**config.mk**
```make
export PLATFORM = sky130hd
export DESIGN_NAME = mem_port_arbiter_flat
export DESIGN_NICKNAME = d
export VERILOG_FILES = /design/src/rtl/mem_port_arbiter_pkg.sv /design/src/rtl/mem_port_arbiter_if.sv /design/src/rtl/mem_port_arbiter_pick.sv /design/src/rtl/mem_port_arbiter.sv /design/src/flat_wrapper.sv
export SDC_FILE = /design/constraint.sdc
export NUM_CORES = 1
export LEC_CHECK = 0
export CAP_MARGIN = 30
export CORE_MARGIN = 2
export CORE_UTILIZATION = 32
export CTS_CLUSTER_SIZE = 14
export DETAILED_ROUTE_END_ITERATION = 16
export GPL_TIMING_DRIVEN = 0
export PLACE_DENSITY_LB_ADDON = 0.3
export SYNTH_ARGS = -nofsm -noshare
export SYNTH_HDL_FRONTEND = slang
export SYNTH_SLANG_ARGS = --single-unit
```
**constraint.sdc**
```tcl
create_clock -name clk -period 1.95 [get_ports clk]
set_input_delay 0.2925 -clock clk [delete_from_list [all_inputs] [get_ports clk]]
set_output_delay 0.2925 -clock clk [all_outputs]
set_load 0.005 [all_outputs]
```
**src/rtl/mem_port_arbiter_pkg.sv**
```systemverilog
// Shared definitions for the memory port arbiter: FSM state encoding,
// owner constants and the widths of the latency and streak counters.
// No ports; imported by the arbiter top and its pick sub-module.
package mem_arb_pkg;

  typedef enum logic [1:0] {
    IDLE = 2'd0,
    WAIT = 2'd1,
    RESP = 2'd2
  } state_t;

  localparam logic OWN_I = 1'b0;
  localparam logic OWN_D = 1'b1;

  localparam int CNT_W    = 4;
  localparam int STREAK_W = 4;

endpackage

```
**src/rtl/mem_port_arbiter_if.sv**
```systemverilog
// Bundle of the fetch port, data port and memory macro signals.
// slave  : arbiter view (requests and memory read data in; grants, responses, memory strobes out).
// master : requester/memory view, the mirror of slave.
interface mem_port_arbiter_if #(
  parameter int ADDR_WIDTH = 32,
  parameter int DATA_WIDTH = 32
);

  logic                  i_req_i;
  logic [ADDR_WIDTH-1:0] i_addr_i;
  logic                  i_gnt_o;
  logic                  i_rvalid_o;
  logic [DATA_WIDTH-1:0] i_rdata_o;

  logic                  d_req_i;
  logic                  d_we_i;
  logic [3:0]            d_be_i;
  logic [ADDR_WIDTH-1:0] d_addr_i;
  logic [DATA_WIDTH-1:0] d_wdata_i;
  logic                  d_gnt_o;
  logic                  d_rvalid_o;
  logic [DATA_WIDTH-1:0] d_rdata_o;

  logic                  mem_en_o;
  logic                  mem_we_o;
  logic [3:0]            mem_be_o;
  logic [ADDR_WIDTH-1:0] mem_addr_o;
  logic [DATA_WIDTH-1:0] mem_wdata_o;
  logic [DATA_WIDTH-1:0] mem_rdata_i;

  modport slave (
    input  i_req_i, i_addr_i,
    input  d_req_i, d_we_i, d_be_i, d_addr_i, d_wdata_i,
    input  mem_rdata_i,
    output i_gnt_o, i_rvalid_o, i_rdata_o,
    output d_gnt_o, d_rvalid_o, d_rdata_o,
    output mem_en_o, mem_we_o, mem_be_o, mem_addr_o, mem_wdata_o
  );

  modport master (
    output i_req_i, i_addr_i,
    output d_req_i, d_we_i, d_be_i, d_addr_i, d_wdata_i,
    output mem_rdata_i,
    input  i_gnt_o, i_rvalid_o, i_rdata_o,
    input  d_gnt_o, d_rvalid_o, d_rdata_o,
    input  mem_en_o, mem_we_o, mem_be_o, mem_addr_o, mem_wdata_o
  );

endinterface

```
**src/rtl/mem_port_arbiter_pick.sv**
```systemverilog
// Combinational winner selection between fetch and data requests; zero latency.
// Data wins unless fetch is pending and the D streak is full; no grant while arb_en=0.
// Ports: i_req/d_req requests, streak_full guard, arb_en window; gnt_i/gnt_d one-hot (or zero) grants.
module mem_arb_pick (
  input  logic i_req,
  input  logic d_req,
  input  logic streak_full,
  input  logic arb_en,
  output logic gnt_i,
  output logic gnt_d
);

  always_comb begin
    gnt_i = 1'b0;
    gnt_d = 1'b0;
    if (arb_en) begin
      // Starvation guard: a full streak hands the slot to a waiting fetch.
      if (d_req && !(i_req && streak_full)) begin
        gnt_d = 1'b1;
      end else if (i_req) begin
        gnt_i = 1'b1;
      end
    end
  end

endmodule

```
**src/rtl/mem_port_arbiter.sv**
```systemverilog
// Shares one fixed-latency single-port memory between fetch (I) and data (D) requesters.
// Latency: grant at T, rvalid at T+MEM_LATENCY+1; one transaction in flight, new grant allowed in the rvalid cycle.
// Backpressure: requests are held until gnt; nothing is granted while a transaction waits on memory.
// Ports: clk, rst (sync, active-high), bus (slave modport: I port, D port, memory macro).
module mem_port_arbiter
  import mem_arb_pkg::*;
#(
  parameter int ADDR_WIDTH  = 32,
  parameter int DATA_WIDTH  = 32,
  parameter int MEM_LATENCY = 1,
  parameter int MAX_STREAK  = 4
) (
  input  logic               clk,
  input  logic               rst,
  mem_port_arbiter_if.slave  bus
);

  localparam logic [CNT_W-1:0]    LAT_M1     = CNT_W'(MEM_LATENCY - 1);
  localparam logic [STREAK_W-1:0] STREAK_MAX = STREAK_W'(MAX_STREAK);

  state_t                r_state;
  state_t                w_state_nxt;
  logic [CNT_W-1:0]      r_cnt;
  logic [STREAK_W-1:0]   r_streak;
  logic                  r_owner;
  logic                  r_store;
  logic [DATA_WIDTH-1:0] r_i_rdata;
  logic [DATA_WIDTH-1:0] r_d_rdata;

  logic                  w_arb_en;
  logic                  w_streak_full;
  logic                  w_gnt_i;
  logic                  w_gnt_d;
  logic                  w_mem_we;
  logic [3:0]            w_mem_be;
  logic [ADDR_WIDTH-1:0] w_mem_addr;
  logic [DATA_WIDTH-1:0] w_mem_wdata;
  logic                  w_capture;

  // Reset gates arbitration so no grant escapes while rst is high.
  assign w_arb_en      = !rst && ((r_state == IDLE) || (r_state == RESP));
  assign w_streak_full = (r_streak == STREAK_MAX);
  assign w_capture     = (r_state == WAIT) && (r_cnt == '0);

  mem_arb_pick u_pick (
    .i_req       (bus.i_req_i),
    .d_req       (bus.d_req_i),
    .streak_full (w_streak_full),
    .arb_en      (w_arb_en),
    .gnt_i       (w_gnt_i),
    .gnt_d       (w_gnt_d)
  );

  always_ff @(posedge clk) begin
    if (rst) begin
      r_state <= IDLE;
    end else begin
      r_state <= w_state_nxt;
    end
  end

  always_comb begin
    w_state_nxt = r_state;
    w_mem_we    = 1'b0;
    w_mem_be    = 4'h0;
    w_mem_addr  = '0;
    w_mem_wdata = '0;

    // Memory strobes are zero unless this cycle carries a grant.
    if (w_gnt_d) begin
      w_mem_we    = bus.d_we_i;
      w_mem_be    = bus.d_be_i;
      w_mem_addr  = bus.d_addr_i;
      w_mem_wdata = bus.d_wdata_i;
    end else if (w_gnt_i) begin
      w_mem_be    = 4'hF;
      w_mem_addr  = bus.i_addr_i;
    end

    case (r_state)
      IDLE:    if (w_gnt_i || w_gnt_d) w_state_nxt = WAIT;
      WAIT:    if (r_cnt == '0) w_state_nxt = RESP;
      RESP:    w_state_nxt = (w_gnt_i || w_gnt_d) ? WAIT : IDLE;
      default: w_state_nxt = IDLE;
    endcase
  end

  always_ff @(posedge clk) begin
    if (rst) begin
      r_cnt     <= '0;
      r_streak  <= '0;
      r_owner   <= OWN_I;
      r_store   <= 1'b0;
      r_i_rdata <= '0;
      r_d_rdata <= '0;
    end else begin
      if (w_gnt_i || w_gnt_d) begin
        r_owner <= w_gnt_d ? OWN_D : OWN_I;
        r_store <= w_gnt_d && bus.d_we_i;
        r_cnt   <= LAT_M1;
      end else if ((r_state == WAIT) && (r_cnt != '0)) begin
        r_cnt <= r_cnt - 1'b1;
      end

      // Streak only grows while fetch is actually waiting behind data.
      if (w_gnt_i) begin
        r_streak <= '0;
      end else if (w_gnt_d) begin
        if (!bus.i_req_i) begin
          r_streak <= '0;
        end else if (!w_streak_full) begin
          r_streak <= r_streak + 1'b1;
        end
      end

      // Stores complete without touching the load data register.
      if (w_capture) begin
        if (r_owner == OWN_I) begin
          r_i_rdata <= bus.mem_rdata_i;
        end else if (!r_store) begin
          r_d_rdata <= bus.mem_rdata_i;
        end
      end
    end
  end

  assign bus.i_gnt_o     = w_gnt_i;
  assign bus.d_gnt_o     = w_gnt_d;
  assign bus.i_rvalid_o  = !rst && (r_state == RESP) && (r_owner == OWN_I);
  assign bus.d_rvalid_o  = !rst && (r_state == RESP) && (r_owner == OWN_D);
  assign bus.i_rdata_o   = r_i_rdata;
  assign bus.d_rdata_o   = r_d_rdata;
  assign bus.mem_en_o    = w_gnt_i || w_gnt_d;
  assign bus.mem_we_o    = w_mem_we;
  assign bus.mem_be_o    = w_mem_be;
  assign bus.mem_addr_o  = w_mem_addr;
  assign bus.mem_wdata_o = w_mem_wdata;

endmodule

```
**src/flat_wrapper.sv**
```systemverilog
// flat-port wrapper written by rule: the top's interface ports become plain ports
module mem_port_arbiter_flat import mem_arb_pkg::*;
#(
  parameter int ADDR_WIDTH  = 32,
  parameter int DATA_WIDTH  = 32,
  parameter int MEM_LATENCY = 1,
  parameter int MAX_STREAK  = 4
)
  (clk, rst, bus_i_req_i, bus_i_addr_i, bus_d_req_i, bus_d_we_i, bus_d_be_i, bus_d_addr_i, bus_d_wdata_i, bus_mem_rdata_i, bus_i_gnt_o, bus_i_rvalid_o, bus_i_rdata_o, bus_d_gnt_o, bus_d_rvalid_o, bus_d_rdata_o, bus_mem_en_o, bus_mem_we_o, bus_mem_be_o, bus_mem_addr_o, bus_mem_wdata_o);
  mem_port_arbiter_if #(.ADDR_WIDTH(ADDR_WIDTH), .DATA_WIDTH(DATA_WIDTH)) bus_i ();
  input  logic clk;
  input  logic rst;
  input wire logic [$bits(bus_i.i_req_i)-1:0] bus_i_req_i;
  input wire logic [$bits(bus_i.i_addr_i)-1:0] bus_i_addr_i;
  input wire logic [$bits(bus_i.d_req_i)-1:0] bus_d_req_i;
  input wire logic [$bits(bus_i.d_we_i)-1:0] bus_d_we_i;
  input wire logic [$bits(bus_i.d_be_i)-1:0] bus_d_be_i;
  input wire logic [$bits(bus_i.d_addr_i)-1:0] bus_d_addr_i;
  input wire logic [$bits(bus_i.d_wdata_i)-1:0] bus_d_wdata_i;
  input wire logic [$bits(bus_i.mem_rdata_i)-1:0] bus_mem_rdata_i;
  output wire logic [$bits(bus_i.i_gnt_o)-1:0] bus_i_gnt_o;
  output wire logic [$bits(bus_i.i_rvalid_o)-1:0] bus_i_rvalid_o;
  output wire logic [$bits(bus_i.i_rdata_o)-1:0] bus_i_rdata_o;
  output wire logic [$bits(bus_i.d_gnt_o)-1:0] bus_d_gnt_o;
  output wire logic [$bits(bus_i.d_rvalid_o)-1:0] bus_d_rvalid_o;
  output wire logic [$bits(bus_i.d_rdata_o)-1:0] bus_d_rdata_o;
  output wire logic [$bits(bus_i.mem_en_o)-1:0] bus_mem_en_o;
  output wire logic [$bits(bus_i.mem_we_o)-1:0] bus_mem_we_o;
  output wire logic [$bits(bus_i.mem_be_o)-1:0] bus_mem_be_o;
  output wire logic [$bits(bus_i.mem_addr_o)-1:0] bus_mem_addr_o;
  output wire logic [$bits(bus_i.mem_wdata_o)-1:0] bus_mem_wdata_o;
  assign bus_i.i_req_i = bus_i_req_i;
  assign bus_i.i_addr_i = bus_i_addr_i;
  assign bus_i.d_req_i = bus_d_req_i;
  assign bus_i.d_we_i = bus_d_we_i;
  assign bus_i.d_be_i = bus_d_be_i;
  assign bus_i.d_addr_i = bus_d_addr_i;
  assign bus_i.d_wdata_i = bus_d_wdata_i;
  assign bus_i.mem_rdata_i = bus_mem_rdata_i;
  assign bus_i_gnt_o = bus_i.i_gnt_o;
  assign bus_i_rvalid_o = bus_i.i_rvalid_o;
  assign bus_i_rdata_o = bus_i.i_rdata_o;
  assign bus_d_gnt_o = bus_i.d_gnt_o;
  assign bus_d_rvalid_o = bus_i.d_rvalid_o;
  assign bus_d_rdata_o = bus_i.d_rdata_o;
  assign bus_mem_en_o = bus_i.mem_en_o;
  assign bus_mem_we_o = bus_i.mem_we_o;
  assign bus_mem_be_o = bus_i.mem_be_o;
  assign bus_mem_addr_o = bus_i.mem_addr_o;
  assign bus_mem_wdata_o = bus_i.mem_wdata_o;
  mem_port_arbiter #(.ADDR_WIDTH(ADDR_WIDTH), .DATA_WIDTH(DATA_WIDTH), .MEM_LATENCY(MEM_LATENCY), .MAX_STREAK(MAX_STREAK)) u_core (.clk(clk), .rst(rst), .bus(bus_i));
endmodule
```
* Yosys cells after proc, flatten, opt, wreduce, memory -nomap -nowiden
Cells that the tools add are included.
** Storage, ports and cells
- Register bits after elaboration :: 76
- Output and inout port bits :: 138
- Word-level logic and storage cells :: 57
- Input port bits :: 137
** Cells by class
- Reduce and logical (&&, ||, !) cells :: 22
- Mux-type cells :: 18
- Bitwise gates (word level) :: 2
- Add/sub/neg operators :: 2
- Eq/ne operators :: 6
** Operators by type and width (count)
- 32-bit 2-to-1 mux :: 3
- 4-bit 2-to-1 mux :: 4
- 1-bit logical AND :: 9
- 1-bit 2-to-1 mux :: 8
- 2-bit one-hot mux with 3 select lines :: 1
- 2-bit AND reduction :: 3
- 4-bit by 1-bit adder with 4-bit output (second input constant) :: 1
- 4-bit by 3-bit == test with 1-bit output (second input constant) :: 1
- 4-bit zero test :: 1
- 2-bit 2-to-1 mux :: 2
- 2-bit != test (second input constant) :: 2
- 4-bit nonzero test :: 1
- 2-bit OR reduction :: 2
- 4-bit by 1-bit subtractor with 4-bit output (second input constant) :: 1
- 3-bit AND reduction :: 1
- 2-bit by 1-bit == test with 1-bit output (second input constant) :: 1
- 2-bit == test (second input constant) :: 1
- 1-bit zero test :: 2
- 2-bit zero test :: 1
- 1-bit logical OR :: 2
- 2-bit by 1-bit != test with 1-bit output (second input constant) :: 1
- 1-bit NOT :: 2

* Longest topological paths before layout
- Depth after elaboration :: 9
- Mapped depth :: 7
- Depth with buffers taken out :: 5

* Modules after synthesis
From an unflattened synthesis, not the netlist that was laid out.
** Unflattened totals
- Cells, all modules :: 463
- Area total of the unflattened synthesis :: 3875.0 µm²
** Modules (own cells, without submodules)
- mem_port_arbiter :: area an instance 3853.7 µm², instances 1, seq. area each 1521.5 µm², cells each 458
- mem_arb_pick :: area an instance 21.3 µm², instances 1, seq. area each 0.0 µm², cells each 5

* Worst setup path before layout
No wires, ideal clock.
- Path type :: register to output
- Start :: register u_core.r_streak[0]
- End :: output port bus_mem_wdata_o[25]
- Path slack :: 0.021 ns
- Cell stages (with the launch flop) :: 8
- Path buffers :: 2
- Data required time :: 1.657 ns
- Arrival :: 1.636 ns
- Path through :: dfxtp_1 > inv_1 > ha_1 > and3b_1 > a21oi_1 > clkbuf_1 > clkbuf_1 > and3_1
** Between the ends
- Cells in the longest elaborated chain, start to end :: 7
** RTL lines
- start, declared :: RTL line mem_port_arbiter.sv:24 : logic [STREAK_W-1:0] r_streak;
- start signal, assigned :: RTL line mem_port_arbiter.sv:112 : r_streak <= r_streak + 1'b1;
- 4-bit by 3-bit == test with 1-bit output :: RTL line mem_port_arbiter.sv:42 : assign w_streak_full = (r_streak == STREAK_MAX);
- 1-bit logical AND :: RTL line mem_port_arbiter_pick.sv:18 : if (d_req && !(i_req && streak_full)) begin
- 1-bit zero test :: RTL line mem_port_arbiter_pick.sv:18
- 1-bit logical AND :: RTL line mem_port_arbiter_pick.sv:18
- 1-bit 2-to-1 mux :: RTL line mem_port_arbiter_pick.sv:18
- 1-bit 2-to-1 mux :: RTL line mem_port_arbiter_pick.sv:16 : if (arb_en) begin
- 32-bit 2-to-1 mux :: RTL line mem_port_arbiter.sv:70 : if (w_gnt_d) begin
- end, declared :: RTL line flat_wrapper.sv:31 : output wire logic [$bits(bus_i.mem_wdata_o)-1:0] bus_mem_wdata_o;
Every way passes these cells.

* Final worst setup path
- Start :: register u_core.r_streak[0]
- End :: output port bus_mem_wdata_o[27]
The elaborated chain is that of the path after synthesis.

==> impl_metrics.csv <==
group,metric,value,unit
cells_and_area,diodes,0,
grt,gr-total-overflow,0,
cells_and_area,multi_input_area,2415,µm²
power_and_ir_drop,pwr-share-clk,39.4,%
cts,clock_sinks,76,
logic_synthesis,synthCells,535,
cells_and_area,syn_to_final_growth,91.82,%
flow_run,cap_violations,0,
grt,grt.met2_usage,45.54,%
route,viasPerCell,5.191,
grt,grt_pass1_vias,5281,
timing,hold_violations,0,
floorplan,ios,275,
route,dr_total_vias,5290,
cells_and_area,ff_latch_area,1528,µm²
run_status,violations,"setup timing",
grt,grt_max_degree,14,
timing,slew_headroom,57.04,%
worst_setup_path,rrSetupSlack,110,ps
route,firstDrtPassIters,5,
place,dp.cells,977,
power_and_ir_drop,p_int,3.308,mW
power_and_ir_drop,power.density,577.3,nW/µm²
power_and_ir_drop,peakVddDrop,0.4958,mV
timing,fin_crit_sh,119.0,%
logic_synthesis,yosys_warnings,0,
power_and_ir_drop,p_leak,3.012,nW
power_and_ir_drop,pwr-share-comb,23.8,%
grt,use_met3,7.165,%
cells_and_area,final_nets,986,
cts,cts_buffers,9,
grt,use_met1,26.25,%
run_status,status,"complete, but fails checks",
place,port_buffers,274,
route,antenna_left,0,
timing,worst_pin_slew,643.1,ps
floorplan,dieHeight,115.9,µm
cells_and_area,fill_cells,1093,
timing,period_minus_slack,2320,ps
worst_setup_path,startpoint_type,"flip-flop",
logic_synthesis,ys_types,36,
cts,clk_latency,330,ps
place,dp_hpwl,13.65,mm
worst_setup_path,critPathArrivalTime,2030,ps
place,finalWeightedCongestion,0.8833,
logic_synthesis,synth_area,4006,µm²
grt,antenna_found_initial,0,
power_and_ir_drop,p_sw_share,25.44,%
worst_setup_path,crit_type,"flip-flop to primary output",
worst_setup_path,critPathCaptureType,"primary output",
cells_and_area,fin_util,63.45,%
timing,setup_viol,69,
timing,fin_worst_skew,5.732,ps
cells_and_area,layout_common_cells,"198 x clkdlybuf4s50_1, 75 x nand2_1, 73 x dfxtp_1",
floorplan,die_w,115.9,µm
cells_and_area,drive_gt1_share,22.09,%
route,drtIter0Drc,379,
cts,clkTransAtPathRegs,60,ps
grt,grt_pass1_wl,26.30,mm
floorplan,fp.dieArea,13430,µm²
timing,clock.fmax,0.4311,GHz
power_and_ir_drop,total_power,4.437,mW
power_and_ir_drop,power.switching,1.129,mW
hold_path,hold_class,"flip-flop to flip-flop",
timing,hold_slack,460.0,ps
cells_and_area,final_cells,1019,
cts,clock_path_buffers,2,
grt,busiest_layer,"met2",
cells_and_area,design_area,7685,µm²
logic_synthesis,syn_area_per_cell,7.488,µm²
cts,cts_tree,"built",
worst_setup_path,required,1660,ps
grt,grtUsageTotal,24.90,%
timing,finalMaxSlewViolations,0,
cts,root_buffer,"clkbuf_16",
logic_synthesis,syn-num-nets,675,
cts,h-tree-depth,3,
timing,rsz0062_at_grt,"true",
route,drc_errors,0,
power_and_ir_drop,power.share.sequential,36.7,%
route,wl_per_cell,17.41,µm
logic_synthesis,synth_seq_cells,76,
logic_synthesis,ys_seq_area_share,37.98,%
worst_setup_path,worstPathMaxFanout,6,
timing,fin_ws,-369.8,ps
route,routed_wl,17.75,mm
floorplan,start_util,33.08,%
place,dpl-instance-area,6959,µm²
floorplan,core,12110,µm²
floorplan,row_count,40,
cells_and_area,layout_commonest_cell,"clkdlybuf4s50_1",
## critical path, cell delays in order (launching register included)
cell,delay (ps)
dfxtp_2,340
inv_2,50
ha_4,160
and3b_2,230
a21oi_4,230
buf_8,160
buf_6,120
clkbuf_16,140
and3_1,150
buf_2,130
## cells in the mapped netlist (all sizes together)
| library cell | count | area, µm² |
|---|---|---|
| o21ai | 69 | 345.3 |
| and3 | 33 | 206.5 |
| dfxtp | 76 | 1521 |
| a21oi | 42 | 210.2 |
| or2 | 1 | 6.260 |
| a32oi | 1 | 8.760 |
| or3b | 2 | 17.52 |
| buf | 5 | 42.53 |
| inv | 8 | 30.03 |
| ha | 3 | 37.54 |
| nand3 | 68 | 340.3 |
| mux2i | 32 | 320.3 |
| nor3b | 3 | 22.52 |
| a32o | 1 | 10.01 |
| nand4 | 33 | 206.5 |
| or4b | 2 | 20.02 |
| nand4b | 1 | 8.760 |
| or4 | 1 | 7.510 |
| o31ai | 1 | 7.510 |
| and3b | 2 | 17.52 |
| o21a | 1 | 7.510 |
| a31oi | 1 | 6.260 |
| nand3b | 2 | 15.01 |
| nor2 | 10 | 37.54 |
| nand2 | 75 | 281.5 |
| clkbuf | 51 | 191.4 |
| nor3 | 2 | 10.01 |
| nand2b | 2 | 12.51 |
| o21bai | 1 | 7.510 |
| nor4 | 1 | 21.27 |
| clkinv | 1 | 3.750 |
| or3 | 4 | 25.02 |
## logic make-up (layout without fill, tap and decap cells)
family                     count (synthesis)  in the layout  share of synthesized area [%]
muxes                                     32             32                          7.995
buffers and inverters                     65            381                          6.683
DFF                                       76             76                          37.98
and+or+nand+nor                          242            242                          31.36
AOI/OAI and AO/OA                        117            117                          15.05
adders and majority gates                  3              3                         0.9370
## through the flow
step,setup WS (ps),setup TNS (ps)
final,-369.8,-17780
after floorplan,21.13,0
after global placement,-1352,-71610
after detailed placement,-1408,-76250
after global routing,-405.7,-20820
after CTS,-303.6,-14260
## layout make-up
class                   count  area share [%]
clock inverters             7           1.189
inverters                   9          0.4396
clock buffers               9           2.931
multi-input cells         394           31.42
repair buffers            305           36.89
plain buffers              51           4.510
flip-flops and latches     76           19.88
well taps                 168           2.735
## power groups by stage
stage	clock [mW]	sequential (mW)	combinational, mW
3_3_place_gp	0	1.66	0.947
5_1_grt	1.84	1.63	1.13
2_1_floorplan	0	1.66	0.327
6_report	1.75	1.63	1.06
4_1_cts	1.78	1.63	1.02
3_5_place_dp	0	1.66	0.964
## sequential cells by signal, summed over array words and instances, names as in the netlist
signal                count
u_core.bus.d_rdata_o     32
u_core.bus.i_rdata_o     32
u_core.r_cnt              4
u_core.r_owner            1
u_core.r_state            2
u_core.r_store            1
u_core.r_streak           4
## final timing paths
| check | startpoint | to | cells after the start |
|---|---|---|---|
| hold / removal | u_core.bus.d_rdata_o[30]$_SDFFE_PP0P_ | u_core.bus.d_rdata_o[30]$_SDFFE_PP0P_ | 2 |
| hold reg to reg | u_core.bus.d_rdata_o[30]$_SDFFE_PP0P_ | u_core.bus.d_rdata_o[30]$_SDFFE_PP0P_ | 2 |
| setup reg to reg | u_core.r_state[0]$_SDFFE_PP0P_ | u_core.bus.d_rdata_o[26]$_SDFFE_PP0P_ | 6 |
| setup / recovery | u_core.r_streak[0]$_SDFFE_PP0P_ | bus_mem_wdata_o[27] | 9 |
## layer usage
metal	share of wire [%]	wire (µm)
met1	36	6467
met3	7.8	1379
met5	0	0
met4	3.9	693
met2	52	9205
## what timing repair did
action	CTS	global route
cloned	2	0
setup endpoints to repair	105	110
resized for setup	393	52
pin swaps	21	11
hold buffers	0	0
buffers inserted	24	6
hold endpoints to repair	0	0
Power figures use the tool's default switching activity.
==> edit 1 (config.mk and constraints unchanged) <==
Encoding of `state_t`: now one-hot (3 bits for 3 states).
--- a/src/rtl/mem_port_arbiter_pkg.sv
+++ b/src/rtl/mem_port_arbiter_pkg.sv
@@ -4,8 +4,8 @@
 package mem_arb_pkg;
 
-  typedef enum logic [1:0] {
-    IDLE = 2'd0,
-    WAIT = 2'd1,
-    RESP = 2'd2
+  typedef enum logic [2:0] {
+    IDLE = 3'b001,
+    WAIT = 3'b010,
+    RESP = 3'b100
   } state_t;
 
Check against the original RTL: same outputs for any inputs over 4 cycles, from zero or initial values and one cycle with rst high; so few cycles prove little.
==> edit 1 against the original RTL <==
The run still ends with negative setup slack left; synthesized cell count decreased by 2.2%; clock power decreased by 14%; area after synthesis decreased by 4.6%; clock skew about the same; non-clock buffer count increased by 9; power decreased by 1.6%; sequential cell count increased by 1; worst setup slack got worse by 0.025 ns; combinational power increased by 14%; final area increased by 3.0%; sequential share of layout area decreased by 0.25 points; routed wire length decreased by 1.3%; core utilization increased by 5.3 points; critical path type unchanged; critical endpoint is now bus_mem_addr_o[10]; largest cell class unchanged.
==> edit 1: results (changes against the original RTL) <==
area of placed instances=6730 um^2 (-3.4%); DR pass1 iterations=4 (-1); first-pass GRT wire length=25900 um (-1.3%); sequential cell count=77 (+1.3%); GR Util met3=7.02% (-0.15 points); leakage=3.12 nW (+3.5%); syn nets=663 (-1.8%); XOR/XNOR Fraction of Synth Area=0.458% (+0.46 points); final setup fails=71 (+2.9%); mux cell area share after synthesis=0.556% (-7.4 points); 1st-iter DRT viols=340 (-10%); Layout Nets=993 (+0.71%); failing checks=negative setup slack; Signal buffers=365 (+2.5%); wire per inst=17.5 um (+0.58%); worst setup path end=bus_mem_addr_o[10]; FF-to-FF path depth=7 (+1); Worst Setup SP=u_core.r_streak[1]; post-synthesis adder-cell area fraction=0.982% (+0.045 points); post_cts resized=461 (+17%); Post-CTS Setup Bufs=36 (+50%); hold_ws=0.453 ns (-0.00667 ns); post-DR vias/cell=5.00 (-3.8%); top post-synthesis cells by area=dfxtp_1 (40%), nand2_1 (17%), a21oi_1 (9.4%); fill count=913 (-16%); Clock-cell share=3.38% (-0.74 points); met2 Track Usage GR=47.8% (+2.2 points); clock buffers=11 (+2); met1 usage=26.8% (+0.54 points); Clock Skews=0.00537 ns (-0.000358 ns); met2 wire length=9210 um (about the same); register area share after synthesis=40.3% (+2.3 points); R2R Path Start=u_core.r_state[2]; status=finished, violations left; multi-input gates=393 (-0.25%); area fraction in compound gates after synthesis=19.1% (+4.1 points); final setup margin=-0.394 ns (-0.0246 ns); r2r endpoint=u_core.bus.i_rdata_o[17]
==> edit 1: changes by cell type after synthesis, moves of 3 or more <==
| cell | change |
|---|---|
| buf_2 | +5 |
| clkbuf_1 | -19 |
| nand4_1 | -33 |
| mux2i_1 | -31 |
| buf_6 | +3 |
| nand3_1 | -34 |
| a21oi_2 | +30 |
| nand2_1 | +96 |
| a21oi_1 | +30 |
| o21ai_0 | -65 |
==> edit 1: power by group <==
group          switching, W  total [W]  leakage (nW)  internal (W)
registers         0.0000401    0.00165         0.625       0.00161
clock network      0.000616    0.00150         0.127      0.000884
logic              0.000512    0.00121          2.37      0.000701
total               0.00117    0.00437          3.12       0.00320
==> edit 1: through the flow <==
step	util (%)	TNS, ns
floorplan	-	-2.94
global placement	58.4	-51.94
detailed placement	58.4	-55.65
CTS	66.5	-18.25
global route	68.7	-26.83
finish	68.7	-22.56
==> edit 2 (same flow settings) <==
Without the edit above. Change the package constant `CNT_W` from 4 to 3.
--- a/src/rtl/mem_port_arbiter_pkg.sv
+++ b/src/rtl/mem_port_arbiter_pkg.sv
@@ -13,5 +13,5 @@
   localparam logic OWN_D = 1'b1;
 
-  localparam int CNT_W    = 4;
+  localparam int CNT_W    = 3;
   localparam int STREAK_W = 4;
 
Check against the original RTL: same outputs for any inputs over 10 cycles, from zero or initial values and one cycle with rst high; that may be too few to reach the edited logic, so the function may still have changed.
==> edit 2 against the original RTL <==
The flow still finishes with violations (negative setup slack); routed wire length shrank 3.2%; worst setup slack gained 0.20 ns; sequential cell count shrank 1; area after synthesis shrank 2.0%; final area shrank 4.4%; power shrank 3.1%; non-clock buffer count shrank 5; core utilization shrank 2.3 points; largest cell class unchanged; highest routed layer unchanged.
==> edit 2: results (changes against the original RTL) <==
Routed WL=17200 um (-3.2%); Syn Area/Cell=7.41 um^2 (-1.1%); Data arrival, critical path=1.83 ns (-0.20 ns); Slew @ Worst Pin=0.527 ns (-0.117 ns); final setup margin=-0.172 ns (+0.198 ns); ratio of cells with drive above 1 in the final layout=23.6% (+1.5 points); failing checks=negative setup slack; vias in the first global route=5090 (-3.6%); register area share after synthesis=38.3% (+0.28 points); Max VDD drop=0.423 mV (-15%); largest fanout on the critical path=5 (-1); top post-synthesis cells by area=dfxtp_1 (38%), nand3_1 (13%), o21ai_1 (12%); top post-synthesis cells by count=nand3_1 (100), o21ai_1 (96), dfxtp_1 (75); 1st-iter DRT viols=486 (+28%); Layout Nets=972 (-1.4%); Synth cell types=37 (+2.8%); met2 wire length=8800 um (-4.4%); final setup fails=60 (-13%); syn nets=671 (-0.59%); GRT Overall Usage=24.9% (about the same); status=finished, violations left; Clock Skews=0.0119 ns (+0.00620 ns); gpl congestion=0.908 (+2.8%); DR pass1 iterations=6 (+1); routed length on met3=1180 um (-14%); leakage=2.82 nW (-6.4%); first-pass GRT wire length=26200 um (-0.24%)
## edit 2: cell count changes after synthesis, moves of 7 or more
cell and change:
o21ai_1 +95, buf_2 +19, a21oi_1 +29, clkbuf_1 -22, nand2_1 -67, and2_1 +35, o21ai_0 -66, buf_4 +7
nand3_1 +32, and3_1 -32, mux2i_1 -32
## edit 2: what timing repair did
| item | 4_1_cts | 5_1_grt |
|---|---|---|
| buffers inserted | 14 | 3 |
| pin swaps | 29 | 16 |
| gates resized for setup | 315 | 65 |
| setup endpoints to repair | 74 | 73 |
| cloned | 4 | 1 |
| hold endpoints to repair | 0 | 0 |
## edit 2: cell families (layout without fill, tap and decap cells)
logic type,count (synthesis),in the layout,synth area share (%)
and+or+nand+nor,205,205,29.0
AOI/OAI and AO/OA,178,178,23.5
DFF,75,75,38.3
buffers and inverters,68,373,8.00
adders and majority gates,4,4,1.28
## edit 2: layout make-up
class / count / area [um^2]
buffer: 58 / 365
clock buffer: 9 / 225
clock inverter: 6 / 65.1
fill: 1057 / 4670
inverter: 7 / 26.3
multi-input combinational: 387 / 2290
sequential: 75 / 1510
tap: 147 / 184
timing repair buffer: 293 / 2680
## edit 2: path summary, 6_finish.rpt
path | from | endpoint | slack (ns) | cells after the start
worst max-delay path | u_core.r_streak[1] | bus_mem_addr_o[13] | -0.17 | 9
worst min-delay path | u_core.bus.i_rdata_o[28] | u_core.bus.i_rdata_o[28] | 0.48 | 2
worst max register to register | u_core.r_owner | u_core.bus.d_rdata_o[3] | 0.31 | 6
worst min register to register | u_core.bus.i_rdata_o[28] | u_core.bus.i_rdata_o[28] | 0.48 | 2
## edit 2: metal layers
layer  global-route usage [%]  vias to the layer above
li1                         -                     2520
met3                     5.17                       30
met5                        0                        -
met2                     45.7                      253
met1                     29.3                     2468
met4                     7.07                        0
## edit 2: stage by stage
stage | TNS (ns) | setup WS [ns] | power (W) | instance area [um^2]
2_1_floorplan | 0 | 0.313 | 0.00201 | 3930
3_3_place_gp | -44.75 | -0.793 | 0.00264 | 6840
3_5_place_dp | -46.24 | -0.823 | 0.00265 | 6840
4_1_cts | -7.92 | -0.282 | 0.00430 | 7400
5_1_grt | -6.94 | -0.227 | 0.00445 | 7340
6_report | -3.03 | -0.172 | 0.00430 | 7340
## edit 2: worst max-delay path, stage by stage (launching register included)
cell and delay [ns]:
dfxtp_2 0.32, inv_2 0.07, ha_4 0.15, nand4b_4 0.14, and2_4 0.20, buf_8 0.15, buf_8 0.13, buf_6 0.11
o21ai_2 0.10, buf_2 0.12
## edit 2: power by group
| group | switching [W] | internal, W |
|---|---|---|
| Clock | 0.000648 | 0.000985 |
| Sequential | 0.0000268 | 0.00158 |
| Combinational | 0.000495 | 0.000566 |
